**config.mk**
```make
export PLATFORM = sky130hd
export DESIGN_NAME = instr_fetch_queue
export DESIGN_NICKNAME = d
export VERILOG_FILES = /design/src/rtl/instr_fetch_queue_pkg.sv /design/src/rtl/fetch_slot_queue.sv /design/src/rtl/instr_fetch_queue.sv
export SDC_FILE = /design/constraint.sdc
export NUM_CORES = 1
export LEC_CHECK = 0
export CAP_MARGIN = 20
export CORE_ASPECT_RATIO = 1.1
export CORE_MARGIN = 2
export CORE_UTILIZATION = 45
export CTS_CLUSTER_SIZE = 30
export DETAILED_ROUTE_END_ITERATION = 10
export PLACE_DENSITY_LB_ADDON = 0.1
export SLEW_MARGIN = 20
export SYNTH_ARGS = -nofsm -noshare
export SYNTH_HDL_FRONTEND = slang
export SYNTH_SLANG_ARGS = --single-unit
```
**constraint.sdc**
```tcl
create_clock -name CLK -period 4 [get_ports CLK]
set_clock_uncertainty 0.05 [all_clocks]
set_input_delay 0.4 -clock CLK [delete_from_list [all_inputs] [get_ports CLK]]
set_output_delay 0.4 -clock CLK [all_outputs]
set_load 0.02 [all_outputs]
```
**src/rtl/instr_fetch_queue_pkg.sv**
```systemverilog
// instr_fetch_queue_pkg: shared fetch constants and the slot layout.
package instr_fetch_queue_pkg;
    localparam int XLEN = 32;
    localparam int DEFAULT_DEPTH = 4;
    localparam logic [XLEN-1:0] FETCH_NOP = 32'h00000013;

    typedef struct packed {
        logic [XLEN-1:0] pc;
        logic [XLEN-1:0] instr;
        logic            filled;
    } slot_t;
endpackage

```
**src/rtl/fetch_slot_queue.sv**
```systemverilog
// fetch_slot_queue: in-order slot ring with separate tail (alloc), fill and head (pop) pointers.
module fetch_slot_queue
    import instr_fetch_queue_pkg::*;
#(
    parameter int DEPTH = DEFAULT_DEPTH,
    localparam int AW = $clog2(DEPTH)
) (
    input  logic            clk,
    input  logic            rst_n,
    input  logic            clear,
    input  logic            alloc,
    input  logic [XLEN-1:0] alloc_pc,
    input  logic            fill,
    input  logic [XLEN-1:0] fill_instr,
    input  logic            pop,
    output logic            head_filled,
    output logic [XLEN-1:0] head_pc,
    output logic [XLEN-1:0] head_instr,
    output logic [AW:0]     alloc_cnt,
    output logic [AW:0]     fill_cnt
);
    slot_t         slots_q [DEPTH];
    slot_t         slots_d [DEPTH];
    logic [AW-1:0] head_q, head_d, fill_ptr_q, fill_ptr_d, tail_q, tail_d;
    logic [AW:0]   alloc_cnt_q, alloc_cnt_d, fill_cnt_q, fill_cnt_d;

    always_comb begin
        slots_d     = slots_q;
        head_d      = head_q;
        fill_ptr_d  = fill_ptr_q;
        tail_d      = tail_q;
        alloc_cnt_d = alloc_cnt_q;
        fill_cnt_d  = fill_cnt_q;
        if (clear) begin
            for (int i = 0; i < DEPTH; i++) slots_d[i].filled = 1'b0;
            head_d      = '0;
            fill_ptr_d  = '0;
            tail_d      = '0;
            alloc_cnt_d = '0;
            fill_cnt_d  = '0;
        end else begin
            if (alloc) begin
                slots_d[tail_q].pc     = alloc_pc;
                slots_d[tail_q].filled = 1'b0;
                tail_d                 = tail_q + 1'b1;
            end
            if (fill) begin
                slots_d[fill_ptr_q].instr  = fill_instr;
                slots_d[fill_ptr_q].filled = 1'b1;
                fill_ptr_d                 = fill_ptr_q + 1'b1;
            end
            if (pop) begin
                slots_d[head_q].filled = 1'b0;
                head_d                 = head_q + 1'b1;
            end
            alloc_cnt_d = alloc_cnt_q + (AW+1)'(alloc) - (AW+1)'(pop);
            fill_cnt_d  = fill_cnt_q + (AW+1)'(fill) - (AW+1)'(pop);
        end
    end

    always_ff @(posedge clk or negedge rst_n) begin
        if (!rst_n) begin
            slots_q     <= '{default: '0};
            head_q      <= '0;
            fill_ptr_q  <= '0;
            tail_q      <= '0;
            alloc_cnt_q <= '0;
            fill_cnt_q  <= '0;
        end else begin
            slots_q     <= slots_d;
            head_q      <= head_d;
            fill_ptr_q  <= fill_ptr_d;
            tail_q      <= tail_d;
            alloc_cnt_q <= alloc_cnt_d;
            fill_cnt_q  <= fill_cnt_d;
        end
    end

    assign head_filled = slots_q[head_q].filled;
    assign head_pc     = slots_q[head_q].pc;
    assign head_instr  = slots_q[head_q].instr;
    assign alloc_cnt   = alloc_cnt_q;
    assign fill_cnt    = fill_cnt_q;
endmodule

```
**src/rtl/instr_fetch_queue.sv**
```systemverilog
// instr_fetch_queue: issues PC_F to imem, buffers in-order responses for decode, kills wrong-path fetches on flush.
module instr_fetch_queue
    import instr_fetch_queue_pkg::*;
#(
    parameter int              DEPTH     = DEFAULT_DEPTH,
    parameter logic [XLEN-1:0] NOP_INSTR = FETCH_NOP
) (
    input  logic            CLK,
    input  logic            RESETn,
    input  logic [XLEN-1:0] PC_F,
    output logic            StallF,
    input  logic            FlushF,
    output logic            IMEM_REQ,
    output logic [XLEN-1:0] IMEM_ADDR,
    input  logic            IMEM_GNT,
    input  logic            IMEM_RVALID,
    input  logic [XLEN-1:0] IMEM_RDATA,
    output logic            ValidD,
    input  logic            ReadyD,
    output logic [XLEN-1:0] InstrD,
    output logic [XLEN-1:0] PCD
);
    localparam int AW = $clog2(DEPTH);
    // Headroom above DEPTH: back-to-back flushes can stack kills from several generations.
    localparam int KW = AW + 2;

    logic [AW:0]     alloc_cnt, fill_cnt, outstanding;
    logic [KW-1:0]   kill_cnt_q, kill_cnt_d;
    logic [XLEN-1:0] pcd_q, pcd_d, head_pc, head_instr;
    logic            head_filled, grant, fill, pop;

    fetch_slot_queue #(.DEPTH(DEPTH)) u_slots (
        .clk        (CLK),
        .rst_n      (RESETn),
        .clear      (FlushF),
        .alloc      (grant),
        .alloc_pc   (PC_F),
        .fill       (fill),
        .fill_instr (IMEM_RDATA),
        .pop        (pop),
        .head_filled(head_filled),
        .head_pc    (head_pc),
        .head_instr (head_instr),
        .alloc_cnt  (alloc_cnt),
        .fill_cnt   (fill_cnt)
    );

    always_comb begin
        outstanding = alloc_cnt - fill_cnt;
        IMEM_REQ    = RESETn & ~FlushF & (alloc_cnt != (AW+1)'(DEPTH));
        IMEM_ADDR   = PC_F;
        grant       = IMEM_REQ & IMEM_GNT;
        StallF      = ~RESETn | (~FlushF & ~grant);
        fill        = IMEM_RVALID & ~FlushF & (kill_cnt_q == '0) & (outstanding != '0);
        ValidD      = head_filled;
        pop         = ValidD & ReadyD & ~FlushF;
        InstrD      = ValidD ? head_instr : NOP_INSTR;
        PCD         = ValidD ? head_pc : pcd_q;
        pcd_d       = PCD;
        // A response in the flush cycle belongs to the wrong path and retires one kill immediately.
        kill_cnt_d  = FlushF
            ? kill_cnt_q + KW'(outstanding) - KW'(IMEM_RVALID && (kill_cnt_q != '0 || outstanding != '0))
            : kill_cnt_q - KW'(IMEM_RVALID && kill_cnt_q != '0);
    end

    always_ff @(posedge CLK or negedge RESETn) begin
        if (!RESETn) begin
            kill_cnt_q <= '0;
            pcd_q      <= '0;
        end else begin
            kill_cnt_q <= kill_cnt_d;
            pcd_q      <= pcd_d;
        end
    end

    a_rvalid_expected: assert property (@(posedge CLK) disable iff (!RESETn)
        !(IMEM_RVALID && kill_cnt_q == '0 && outstanding == '0));
endmodule

```
==> results of run 1 <==
==> area by class of cell <==
cell class                      count  share of cell area [%]
Clock buffer                       56                   6.344
Clock inverter                      6                  0.4630
Inverter                           29                  0.6293
Multi-Input combinational cell    481                   33.97
Sequential cell                   308                   44.60
Tap cell                          420                   3.038
Timing Repair Buffer              192                   10.95
==> layout by cell type (no fill, tap or decap), types with 2 or more instances in the layout <==
| cell type | instances |
|---|---|
| buf_12 | 2 |
| a311oi_1 | 4 |
| fa_1 | 4 |
| clkbuf_16 | 37 |
| buf_4 | 21 |
| a2111oi_4 | 4 |
| clkbuf_1 | 9 |
| dfrtp_1 | 306 |
| xnor2_1 | 6 |
| mux2_2 | 287 |
| inv_1 | 29 |
| mux2_1 | 2 |
| bufinv_16 | 2 |
| and3b_1 | 4 |
| clkinv_2 | 4 |
| and2_1 | 31 |
| clkdlybuf4s50_1 | 167 |
| mux4_2 | 65 |
| nand3_2 | 4 |
| clkbuf_8 | 10 |
| nand2_1 | 3 |
| nor2_1 | 8 |
| nand2b_1 | 4 |
| a21oi_1 | 8 |
| nor2b_1 | 3 |
| mux2i_1 | 3 |
| ha_1 | 25 |
| o21ai_0 | 2 |
| dfrtp_4 | 2 |
| xor2_1 | 3 |
==> logic make-up (layout without fill, tap and decap cells) <==
family,Yosys count,count (layout),share of synthesized area [%]
mux,357,357,33.43
flops,308,308,54.26
buf+inv,116,283,4.510
simple gates,62,62,2.643
fa+ha+maj,29,29,2.766
compound gates,23,23,1.665
xor+xnor,10,10,0.7224
==> routing by layer <==
layer  GRT usage [%]  routed length [µm]  up-vias
met5               0                   0        -
met4           3.716                 391        0
met3           4.266                1650       32
met2           31.25               14570      158
met1           24.11               12710     4201
li1                -                   -     3526
==> critical path, delay by kind of cell, from the launching register on <==
family	cells	cell delay (ns)
buffers and inverters	2	0.97
flip-flops	1	0.64
multiplexers	2	1.11
==> repair_timing <==
action / CTS / global route
hold endpoints to repair: 17 / 0
hold buffers: 1 / 0
gates resized for setup: 0 / 0
==> final timing paths <==
check	depth (start not counted)	to	slack, ns	start
max	4	PCD[29]	0.31	u_slots.head_q[0]$_DFFE_PN0P_
min in group CLK	1	kill_cnt_q[3]$_DFF_PN0_	0.43	kill_cnt_q[3]$_DFF_PN0_
min	2	async pin	0.29	RESETn
max in group asynchronous	4	async pin	1.73	RESETn
min reg2reg	1	kill_cnt_q[3]$_DFF_PN0_	0.43	kill_cnt_q[3]$_DFF_PN0_
max reg2reg	14	kill_cnt_q[2]$_DFF_PN0_	0.77	u_slots.alloc_cnt[0]$_DFF_PN0_
==> metrics by stage <==
| step | total power [W] | instance area, µm² | util [%] |
|---|---|---|---|
| CTS | 0.008883 | 17300 | 55.39 |
| detailed placement | 0.005580 | 16110 | 51.59 |
| floorplan | 0.004961 | 14200 | - |
| finish | 0.008734 | 17300 | 55.39 |
| global placement | 0.005552 | 16110 | 51.59 |
| global route | 0.009201 | 17300 | 55.39 |
==> power by group through the flow <==
stage,Combinational (W),Sequential (W),Clock [W]
6_report,0.00167,0.00383,0.00323
3_3_place_gp,0.00167,0.00388,0
3_5_place_dp,0.00169,0.00389,0
2_1_floorplan,0.00115,0.00381,0
5_1_grt,0.00183,0.00389,0.00348
4_1_cts,0.00170,0.00384,0.00335
==> impl_metrics.json, run 1 <==
{
  "vias": 7917,
  "hold_ws_ns": 0.2868,
  "synth_nets": 1004,
  "clock_latency_ns": 0.50,
  "p_leak_nw": 7.831,
  "post-place-ws_ns": 0.7302,
  "maxSlewViolCount": 0,
  "crit_chain": "mux4_2, buf_12, mux2_2, clkdlybuf4s50_1",
  "post_cts_buffers": 0,
  "post-route-period-util_pct": 92.26,
  "startpoint_type": "flop",
  "setup_slack_ns": 0.3097,
  "drc": 0,
  "grt_max_degree": 164,
  "relSlewSlack_pct": 37.69,
  "cts_sinks": 308,
  "dpl.cell_count": 1429,
  "drive_gt1_share_pct": 41.14,
  "power.internal_w": 0.006601,
  "grt_use_total_pct": 18.31,
  "async_flop_share_pct": 100.0,
  "syn-cell-area_mm2": 0.01420,
  "start_util_pct": 45.49,
  "tns_ns": 0,
  "postRouteAntennaNets": 0,
  "firstDrtPassIters": 4,
  "row_count": 68,
  "synth_most_common_cell": "dfrtp_1",
  "maxCapViolCount": 0,
  "grt_remaining_overflow": 0,
  "crit_fanout": 26,
  "synth_largest_area_cell": "dfrtp_1",
  "yosysTopAreaCellShare_pct": 54.26,
  "synth_commonest_cells": "dfrtp_1, mux2_2, mux4_2",
  "grt_pass1_wl_mm": 47.98,
  "synth-seq-area-share_pct": 54.26,
  "gp_congestion": 0.7418,
  "instances_no_fill": 1492,
  "ys_types": 37,
  "setup_viol": 0,
  "power.switching_w": 0.002133,
  "crit_path_top_delay_cell": "mux4_2",
  "htree_levels": 2,
  "seqCellArea_mm2": 0.007715,
  "p_comb_share_pct": 19.1,
  "vias_per_cell": 5.306,
  "dp_hpwl_mm": 18.09,
  "p_sw_share_pct": 24.42,
  "ys.flop_type": "dfrtp_1",
  "drt_iter0_markers": 371,
  "syn_inst": 905,
  "die_area_mm2": 0.03300,
  "syn_area_per_cell_um2": 15.69,
  "die_w_um": 173.4,
  "n_fill_cell": 2600,
  "outcome": "completed",
  "path_class": "reg -> out",
  "arrival_ns": 3.24,
  "p_clk_share_pct": 37.0,
  "crit_path_end_kind": "output pin",
  "synthTopCellsByArea": "dfrtp_1, mux2_2, mux4_2",
  "coreArea_mm2": 0.03122,
  "period_needed_ns": 3.690,
  "ys_warn_count": 0,
  "clock_path_buffers": 3,
  "die_h_um": 190.3,
  "synth_edf_count": 0,
  "max_freq_ghz": 0.2710,
  "p_seq_share_pct": 43.9,
  "n_antenna_cell": 0,
  "ys_seq_elements": 308,
  "ir_worst_vdd_v": 0.0002477,
  "slowest_delay_ns": 0.87,
  "root_buffer": "clkbuf_16",
  "hold_viol": 0,
  "rsz0062_at_grt": "no",
  "wirelength_mm": 29.33,
  "io_pins": 169,
  "antenna_found_initial": 0,
  "wl_per_cell_um": 19.66,
  "syn2layout_area_growth_pct": 21.78,
  "port_buffers": 168,
  "nets": 1147,
  "cts_made_buffers": 36,
  "worst_pin_slew_ns": 0.9347,
  "clk_pin_slew_ns": 0.06,
  "grt_pass1_vias": 8527,
  "cts_tree": "built",
  "crit_required_ns": 3.55,
  "hold_path.class": "in -> async",
  "cellPowerDensity_mw_per_mm2": 505.0,
  "multi_input_area_mm2": 0.005876
}
Power figures use the tool's default switching activity.
==> run 2, diff against run 1 <==
--- a/config.mk
+++ b/config.mk
@@ -9,9 +9,10 @@
 export CORE_ASPECT_RATIO = 1.1
 export CORE_MARGIN = 2
 export CORE_UTILIZATION = 45
-export CTS_CLUSTER_SIZE = 30
+export CTS_BUF_LIST = sky130_fd_sc_hd__clkbuf_4 sky130_fd_sc_hd__clkbuf_8
+export CTS_CLUSTER_SIZE = 8
 export DETAILED_ROUTE_END_ITERATION = 10
-export PLACE_DENSITY_LB_ADDON = 0.1
+export PLACE_DENSITY = 0.69
 export SLEW_MARGIN = 20
 export SYNTH_ARGS = -nofsm -noshare
 export SYNTH_HDL_FRONTEND = slang
==> impl_metrics.json, run 2 (synthesis gave the netlist of run 1 again) <==
{
  "post-route-period-util_pct": 91.48,
  "timing.rr.start": "u_slots.alloc_cnt[0]$_DFF_PN0_",
  "multi_input_area_mm2": 0.005878,
  "wl_per_cell_um": 19.33,
  "period_needed_ns": 3.659,
  "instances_no_fill": 1503,
  "drt_iter0_markers": 392,
  "postRouteAntennaNets": 0,
  "clock_latency_ns": 0.56,
  "vias_per_cell": 5.293,
  "arrival_ns": 3.21,
  "die_w_um": 173.4,
  "maxSlewViolCount": 0,
  "wirelength_mm": 29.06,
  "start_util_pct": 45.49,
  "dpl.cell_count": 1425,
  "setup.worst_path.end": "PCD[30]",
  "crit_start": "u_slots.head_q[1]$_DFFE_PN0P_",
  "r2r_cells": 14,
  "layout_common_cells": "dfrtp_1, mux2_2, clkdlybuf4s50_1",
  "rsz0062_at_grt": "no",
  "grt_use_total_pct": 18.15,
  "die_area_mm2": 0.03300,
  "relSlewSlack_pct": 38.03,
  "hold_ws_ns": 0.3434,
  "cts_sinks": 308,
  "grt_max_degree": 187,
  "port_buffers": 168,
  "final_core_util_pct": 54.86,
  "cpLargestDelayFamily": "buffers and inverters",
  "r2r-end": "kill_cnt_q[2]$_DFF_PN0_",
  "post_cts_buffers": 0,
  "io_pins": 169,
  "crit_path_top_delay_cell": "buf_4",
  "slowest_delay_ns": 0.70,
  "tns_ns": 0,
  "root_buffer": "clkbuf_8",
  "crit_fanout": 45,
  "worst_pin_slew_ns": 0.9295,
  "clock_path_buffers": 3,
  "cts_made_buffers": 52,
  "drive_gt1_share_pct": 42.57,
  "firstDrtPassIters": 4,
  "antenna_found_initial": 1,
  "gp_congestion": 0.7487,
  "grt_pass1_wl_mm": 47.80,
  "clk_pin_slew_ns": 0.06,
  "worstPathBufferInverterCount": 2,
  "grt_remaining_overflow": 0,
  "cts_tree": "built",
  "coreArea_mm2": 0.03122,
  "die_h_um": 190.3,
  "setup_viol": 0,
  "path_class": "reg -> out",
  "setup_slack_ns": 0.3410,
  "maxCapViolCount": 0,
  "crit_chain": "buf_4, mux4_2, mux2_2, clkdlybuf4s50_1",
  "htree_levels": 2,
  "grt_pass1_vias": 8793,
  "hold_path.class": "in -> async",
  "crit_path_end_kind": "output pin",
  "nets": 1160,
  "drc": 0,
  "layout_commonest_cell": "dfrtp_1",
  "vias": 7956,
  "ir_worst_vdd_v": 0.0002944,
  "startpoint_type": "flop",
  "n_antenna_cell": 0,
  "row_count": 68,
  "rrSetupSlack_ns": 0.76,
  "n_fill_cell": 2573,
  "hold_viol": 0,
  "cellPowerDensity_mw_per_mm2": 484.9,
  "cp.depth": 4,
  "dp_hpwl_mm": 17.55,
  "p_leak_nw": 7.772,
  "outcome": "completed",
  "seqCellArea_mm2": 0.007715,
  "post-place-ws_ns": 0.7389,
  "crit_required_ns": 3.55,
  "syn2layout_area_growth_pct": 20.61,
  "max_freq_ghz": 0.2733
}
## run 2: cell count changes in the layout (fill, tap and decap cells not counted), sizes merged
cell    previous run  this run
clkbuf            56        70
clkinv             4         3
buf               24        21
bufinv             2         3
## run 2: worst min path at each step
stage	startpoint	endpoint	slack, ns	cells after the start
after CTS	RESETn	kill_cnt_q[1]$_DFF_PN0_	0.32	2
after floorplan	RESETn	async pin	0.05	0
after global routing	RESETn	kill_cnt_q[1]$_DFF_PN0_	0.35	2
after detailed placement	RESETn	async pin	0.28	1
final	RESETn	kill_cnt_q[1]$_DFF_PN0_	0.34	2
after global placement	RESETn	async pin	0.28	1
## run 2: layout make-up
cell class              instances  area share (%)
flip-flops and latches        308           45.03
multi-input cells             481           34.31
repair buffers                189           11.12
clock buffers                  70           5.222
well taps                     420           3.067
inverters                      29          0.6354
clock inverters                 6          0.6135
## run 2: per-layer routing
metal	part of all wire [%]	routed length [µm]	track usage, %	vias to the layer above
li1	-	-	-	3546
met1	45	13030	24.10	4193
met2	48	14090	30.37	165
met3	4.9	1415	4.207	50
met4	1.7	505	4.531	2
met5	0.045	13	0	-
## run 2: timing repair
item,CTS,global route
hold buffers,1,0
gates resized for setup,0,0
endpoints found under the hold margin,47,0
## run 2: worst reg2reg max path, delay by kind of cell, from the launching register on
kind,cells,cell delay [ns]
AO/OA/AOI/OAI,2,0.27
adder cells (fa/ha/maj),5,1.43
buffers and inverters,3,0.19
AND/OR/NAND/NOR,2,0.15
flip-flops,1,0.33
XOR/XNOR,2,0.70
## run 2: metrics by stage
step	total power (W)	instance area [µm²]
4_1_cts	0.008430	17100
3_5_place_dp	0.005583	16090
3_3_place_gp	0.005534	16090
6_report	0.008308	17130
5_1_grt	0.008754	17130
2_1_floorplan	0.004961	14200
## run 2: where the power goes
part	internal, W	switching (W)
combinational	0.000981	0.000697
clock	0.00161	0.00118
sequential	0.00362	0.000216
==> run 3, diff against run 2 <==
--- a/config.mk
+++ b/config.mk
@@ -7,11 +7,12 @@
 export LEC_CHECK = 0
 export CAP_MARGIN = 20
 export CORE_ASPECT_RATIO = 1.1
-export CORE_MARGIN = 2
+export CORE_MARGIN = 4
 export CORE_UTILIZATION = 45
 export CTS_BUF_LIST = sky130_fd_sc_hd__clkbuf_4 sky130_fd_sc_hd__clkbuf_8
 export CTS_CLUSTER_SIZE = 8
 export DETAILED_ROUTE_END_ITERATION = 10
+export HOLD_SLACK_MARGIN = 0.15
 export PLACE_DENSITY = 0.69
 export SLEW_MARGIN = 20
 export SYNTH_ARGS = -nofsm -noshare
==> impl_metrics.json, run 3 (synthesis gave the netlist of run 1 again) <==
{
  "period_needed_ns": 3.668,
  "tns_ns": 0,
  "relSlewSlack_pct": 38.55,
  "slowest_delay_ns": 0.71,
  "crit_start": "u_slots.head_q[1]$_DFFE_PN0P_",
  "htree_levels": 2,
  "post_cts_buffers": 0,
  "p_seq_share_pct": 45.2,
  "crit_chain": "buf_4, mux4_2, mux2_2, clkdlybuf4s50_1",
  "grt_pass1_wl_mm": 47.35,
  "path_class": "reg -> out",
  "ir_worst_vdd_v": 0.0002781,
  "crit_fanout": 49,
  "firstDrtPassIters": 4,
  "grt_use_total_pct": 17.03,
  "vias_per_cell": 5.250,
  "clock_path_buffers": 3,
  "grt_pass1_vias": 8765,
  "drive_gt1_share_pct": 43.61,
  "maxCapViolCount": 0,
  "rsz0062_at_grt": "no",
  "die_area_mm2": 0.03447,
  "nets": 1163,
  "setup.worst_path.end": "PCD[13]",
  "p_leak_nw": 7.860,
  "p_comb_share_pct": 19.6,
  "gp_congestion": 0.7472,
  "drc": 0,
  "layout_commonest_cell": "dfrtp_1",
  "hold_path.class": "in -> async",
  "dp_hpwl_mm": 18.03,
  "die_w_um": 177.4,
  "grt_max_degree": 74,
  "wl_per_cell_um": 18.98,
  "n_antenna_cell": 0,
  "r2r-end": "kill_cnt_q[2]$_DFF_PN0_",
  "r2r_cells": 14,
  "maxSlewViolCount": 0,
  "post-route-period-util_pct": 91.70,
  "hold_ws_ns": 0.2466,
  "grt_remaining_overflow": 0,
  "vias": 7964,
  "use_met3_pct": 4.410,
  "cellPowerDensity_mw_per_mm2": 491.5,
  "arrival_ns": 3.22,
  "ctsResizeCount": 0,
  "cts_sinks": 308,
  "p_sw_share_pct": 25.05,
  "layout_common_cells": "dfrtp_1, mux2_2, clkdlybuf4s50_1",
  "power.internal_w": 0.006356,
  "root_buffer": "clkbuf_8",
  "crit_required_ns": 3.55,
  "timing.rr.start": "u_slots.alloc_cnt[0]$_DFF_PN0_",
  "hold_viol": 0,
  "row_count": 67,
  "cts_tree": "built",
  "rrSetupSlack_ns": 0.76,
  "cts_made_buffers": 52,
  "multi_input_area_mm2": 0.005876,
  "max_freq_ghz": 0.2726,
  "syn2layout_area_growth_pct": 21.49,
  "io_pins": 169,
  "worst_pin_slew_ns": 0.9218,
  "seqCellArea_mm2": 0.007715,
  "setup_viol": 0,
  "gr-max-usage-layer": "met2",
  "startpoint_type": "flop",
  "die_h_um": 194.3,
  "coreArea_mm2": 0.03077,
  "port_buffers": 168,
  "power.switching_w": 0.002124,
  "outcome": "completed",
  "p_clk_share_pct": 35.2,
  "drt_iter0_markers": 283,
  "crit_path_end_kind": "output pin",
  "clk_pin_slew_ns": 0.06,
  "postRouteAntennaNets": 0,
  "grtUsageMet2_pct": 28.46,
  "crit_path_top_delay_cell": "buf_4",
  "start_util_pct": 46.17,
  "met1_usage_pct": 22.47,
  "n_fill_cell": 2588,
  "cts_hold_buf": 1,
  "wirelength_mm": 28.80,
  "antenna_found_initial": 0,
  "clock_latency_ns": 0.57
}
-- run 3: cell type report --
type / instances / area share, %
clock buffers: 86 / 6.243
repair buffers: 192 / 10.98
well taps: 414 / 3.002
clock inverters: 7 / 0.3843
multi-input cells: 481 / 34.05
inverters: 29 / 0.6308
flip-flops and latches: 308 / 44.71
-- run 3: per-layer routing --
metal / vias to the layer above / part of all wire [%] / routed length, µm
li1: 3560 / - / -
met1: 4195 / 44 / 12530
met2: 164 / 49 / 14010
met3: 45 / 6.0 / 1719
met4: 0 / 1.9 / 533
met5: - / 0 / 0
-- run 3: worst min path at each step --
stage / endpoint / slack (ns) / cells after the start
floorplan: async pin / 0.05 / 0
global placement: async pin / 0.24 / 1
CTS: async pin / 0.23 / 2
finish: pcd_q[6]$_DFF_PN0_ / 0.25 / 2
global route: pcd_q[9]$_DFF_PN0_ / 0.25 / 2
detailed placement: async pin / 0.24 / 1
-- run 3: power by group through the flow --
stage	Clock, W	Combinational (W)	Sequential [W]
final	0.00299	0.00166	0.00383
after global routing	0.00323	0.00182	0.00389
after CTS	0.00310	0.00169	0.00384
after detailed placement	0	0.00168	0.00389
after global placement	0	0.00166	0.00387
after floorplan	0	0.00115	0.00381
-- run 3: stage by stage --
stage	setup slack, ns	power [W]	utilization (%)	area [µm²]	std cells
floorplan	0.8265	0.004961	-	14200	905
global placement	0.7989	0.005526	52.34	16100	1423
detailed placement	0.7416	0.005572	52.34	16100	1423
CTS	0.2562	0.008623	56.09	17260	1517
global route	0.1793	0.008943	56.09	17260	1517
finish	0.3321	0.008481	56.09	17260	1517
-- run 3: worst max-delay path: cells and delay by family, from the launching register on --
family / cells / cell delay [ns]
flip-flops: 1 / 0.64
multiplexers: 2 / 0.70
buffers and inverters: 2 / 1.29
==> patch 1, RTL diff (config.mk and constraints of run 3) <==
Reset style: synchronous (`RESETn` and `rst_n`), changed in 2 clocked blocks.
--- a/src/rtl/fetch_slot_queue.sv
+++ b/src/rtl/fetch_slot_queue.sv
@@ -58,7 +58,7 @@
         end
     end
 
-    always_ff @(posedge clk or negedge rst_n) begin
+    always_ff @(posedge clk) begin
         if (!rst_n) begin
             slots_q     <= '{default: '0};
             head_q      <= '0;
--- a/src/rtl/instr_fetch_queue.sv
+++ b/src/rtl/instr_fetch_queue.sv
@@ -63,7 +63,7 @@
             : kill_cnt_q - KW'(IMEM_RVALID && kill_cnt_q != '0);
     end
 
-    always_ff @(posedge CLK or negedge RESETn) begin
+    always_ff @(posedge CLK) begin
         if (!RESETn) begin
             kill_cnt_q <= '0;
             pcd_q      <= '0;
Check against the original RTL: differs if RESETn is asserted again (counterexample within 4 cycles, from zero or initial values and one cycle with RESETn low); with RESETn held inactive, the same outputs for 4 cycles.
==> patch 1 against run 3 <==
Routed wire length up 11%; worst setup slack improved by 0.24 ns; final area fell by 2.9%; synthesized area fell by 1.6%; worst hold slack improved by 0.035 ns; synthesized cell count up 56%; critical path depth did not move; global-route usage increased by 1.6 points; die area down 1.5%; non-clock buffer count decreased by 7; sequential cell count unchanged; critical path type unchanged; critical endpoint is now PCD[5]; largest cell class is now multi-input gates; highest routed layer unchanged.
Power is not compared: it rests on default switching activity, and its combinational part moved more than twofold at a synthesized area within 25%.
==> patch 1: results (changes against run 3) <==
The net total in the final layout was 1613 (+39%). The multi-input logic cell count came out at 943 (+96%). The via count came out at 10000 (+26%).

The met3 global-route usage came to 0.0312 (-0.0130). The worst register-to-register path ends at u_slots.slots_q[130]$_SDFF_PP0_. The commonest cells after synthesis are sky130_fd_sc_hd__nand2_1, sky130_fd_sc_hd__dfxtp_1, sky130_fd_sc_hd__mux2i_1, sky130_fd_sc_hd__a21boi_0, sky130_fd_sc_hd__clkbuf_1. The wire length after detailed routing came out at 31.9 mm (+11%).

The number of filler instances in the final layout came to 2741 (+5.9%). The final-layout non-clock buffer area share is 0.108 (-0.00153). The instance count of the mapped netlist came out at 1410 (+56%).

The number of buffers created by CTS is 51 (-1.9%). The critical path data arrival time is 2.98 ns (-0.24 ns). The final estimated routing congestion in global placement is 0.741 (-0.80%). Sorting the synthesized cells by area gives the leading types as sky130_fd_sc_hd__dfxtp_1, sky130_fd_sc_hd__nand2_1, sky130_fd_sc_hd__mux4_2.

The net count after synthesis came out at 1509 (+50%). The startpoint identified for the worst register-to-register timing path is u_slots.alloc_cnt[0]$_SDFF_PP0_. The worst max-slew margin expressed relative to the limit came out at 0.430 (+0.0450). The number of DRC markers after the initial detailed-route iteration is 503 (+78%). The sequential share of cell area is 0.369 (-0.0785).

The share of flip-flops with an asynchronous set or reset after synthesis came out at 0 (-1.00). The sequential element share of the synthesized area came to 0.441 (-0.102). In the synthesized netlist the dominant register cell turns out to be sky130_fd_sc_hd__dfxtp_1.

The detailed route wirelength on metal3 came out at 1.69 mm (-2.0%). The flow ran to the end, and the final reports show no timing, DRC or antenna violations. The most critical setup path has its endpoint at PCD[5]. The maximum number of pins on one net before global-route repair came out at 95 (+28%). The total met2 wirelength after detailed routing came out at 15.5 mm (+11%). The launching instance or port of the critical path is u_slots.head_q[0]$_SDFFE_PP0P_.

The post-placement setup slack is 0.842 ns (+0.101 ns). In this run the worst hold path is classified as in -> reg. The number of distinct library cells after synthesis came to 40 (+8.1%). The buffer count excluding the clock tree in the final layout came out at 185 (-3.6%). The number of instances in the placed design came out at 1875 (+32%). The half-perimeter wire length after placement is 19.0 mm (+5.5%). The peak fanout along the critical path was 37 (-24%). The global-route wire length before repair came out at 52.3 mm (+10%).
==> patch 1: through the flow <==
step,power [W],cell area [um^2]
after floorplan,0.00351,14000
after global placement,0.00368,15600
after detailed placement,0.00369,15600
after CTS,0.00666,16700
after global routing,0.00685,16700
final,0.00656,16700
==> patch 1: how the worst min path moves through the flow <==
stage / end / slack, ns
after floorplan: register / 0.39
after global placement: register / 0.39
after detailed placement: register / 0.40
after CTS: kill_cnt_q[2]$_SDFF_PN0_ / 0.24
after global routing: kill_cnt_q[2]$_SDFF_PN0_ / 0.26
final: register / 0.28
==> patch 1: cell families after synthesis <==
| family | Yosys count | share of synthesized area |
|---|---|---|
| fa+ha+maj | 29 | 0.0281 |
| flops | 308 | 0.441 |
| simple gates | 534 | 0.163 |
| xor+xnor | 10 | 0.00734 |
| compound gates | 142 | 0.0776 |
| mux | 228 | 0.224 |
| buf+inv | 159 | 0.0583 |
==> patch 2, RTL diff (config.mk and constraints of run 3) <==
Without the edit above. `DEFAULT_DEPTH`: 4 -> 8.
--- a/src/rtl/instr_fetch_queue_pkg.sv
+++ b/src/rtl/instr_fetch_queue_pkg.sv
@@ -1,7 +1,7 @@
 // instr_fetch_queue_pkg: shared fetch constants and the slot layout.
 package instr_fetch_queue_pkg;
     localparam int XLEN = 32;
-    localparam int DEFAULT_DEPTH = 4;
+    localparam int DEFAULT_DEPTH = 8;
     localparam logic [XLEN-1:0] FETCH_NOP = 32'h00000013;
 
     typedef struct packed {
Check against the original RTL: not settled (the Yosys comparison gave no result); the edit may change what the design does.
==> patch 2 against run 3 <==
Routed wire length increased by 100%; final area increased by 80%; first-iteration DRC count increased to 2.6 times the old value; synthesized cell count increased by 92%; sequential cell count increased by 266; total power increased by 75%; synthesized area increased by 85%; worst setup slack got worse by 0.073 ns; cell count increased by 81%; die area increased by 81%; global-route usage increased by 2.0 points; count of clock-buffer cells in the layout increased by 77; critical path type unchanged; largest power group unchanged.
==> patch 2: results (changes against run 3) <==
The routed metal-1 wirelength came to 25.2 mm (+100%). The commonest cells after synthesis are sky130_fd_sc_hd__dfrtp_1, sky130_fd_sc_hd__mux2_2, sky130_fd_sc_hd__mux4_2, sky130_fd_sc_hd__nand2_1, sky130_fd_sc_hd__mux2_1. The met2 track utilization from global routing is 0.325 (+0.0401). The worst register-to-register path begins at u_slots.fill_cnt[1]$_DFF_PN0_.

The maximum vdd ir drop came out at 0.281 mV (+1.1%). The final estimated routing congestion in global placement is 0.798 (+6.8%). The sequential element share of the synthesized area came to 0.547 (+0.00468). The maximum number of pins on one net before global-route repair came out at 201 (+170%).

The power in combinational cells was 0.00245 W (+48%). The flow ran to the end, and the final reports show no timing, DRC or antenna violations. The switching part of the total power was 0.255 (+0.00418). The detailed route wirelength on metal3 came out at 2.50 mm (+45%). The net total in the final layout is 2013 (+73%).

The maximum cell stage delay along the critical path came to 0.65 ns (-0.06 ns). The via count is 15100 (+89%). The number of buffers created by CTS was 97 (+87%).

The adder and majority cell fraction of the synthesized area is 0.0150 (-0.0127). The via count of the first global-routing pass came to 16500 (+88%). The capturing instance or port of the critical path is PCD[0].

The number of antenna violations at the first check in global routing came out at 4 (+4). The fraction of the mapped netlist area in compound gates came out at 0.0192 (+0.00256). The share of cell area taken by muxes after synthesis came out at 0.346 (+0.0118).

The instance count of the mapped netlist is 1739 (+92%). The number of filler instances in the final layout was 4673 (+81%). Ranked by total cell area, the synthesized netlist is headed by sky130_fd_sc_hd__dfrtp_1, sky130_fd_sc_hd__mux2_2, sky130_fd_sc_hd__mux4_2. The leakage power summed over all cells came to 14.7 nW (+87%). The met1 global-route usage is 0.252 (+0.0269). The half-perimeter wire length after placement came out at 35.1 mm (+95%).

The internal power summed over all cells came to 0.0111 W (+74%). The critical path data arrival time is 3.29 ns (+0.07 ns).
## patch 2: changes by cell type after synthesis, moves of 11 or more
cell,delta
sky130_fd_sc_hd__mux2i_1,+36
sky130_fd_sc_hd__buf_2,+11
sky130_fd_sc_hd__a21oi_1,+27
sky130_fd_sc_hd__mux2_2,+136
sky130_fd_sc_hd__mux2_1,+87
sky130_fd_sc_hd__nor2_1,+12
sky130_fd_sc_hd__and2_1,-28
sky130_fd_sc_hd__clkbuf_1,+48
sky130_fd_sc_hd__mux4_2,+65
sky130_fd_sc_hd__o21ai_0,+36
sky130_fd_sc_hd__dfrtp_1,+266
sky130_fd_sc_hd__nand2_1,+95
## patch 2: layout make-up
type / count / area (um^2) / share of cell area
sequential: 574 / 14400 / 0.463
multi-input combinational: 987 / 11000 / 0.356
timing repair buffer: 225 / 2380 / 0.0767
clock buffer: 163 / 2010 / 0.0646
tap: 752 / 941 / 0.0303
clock inverter: 13 / 189 / 0.00608
inverter: 29 / 113 / 0.00363
antenna: 2 / 5.00 / 0.000161
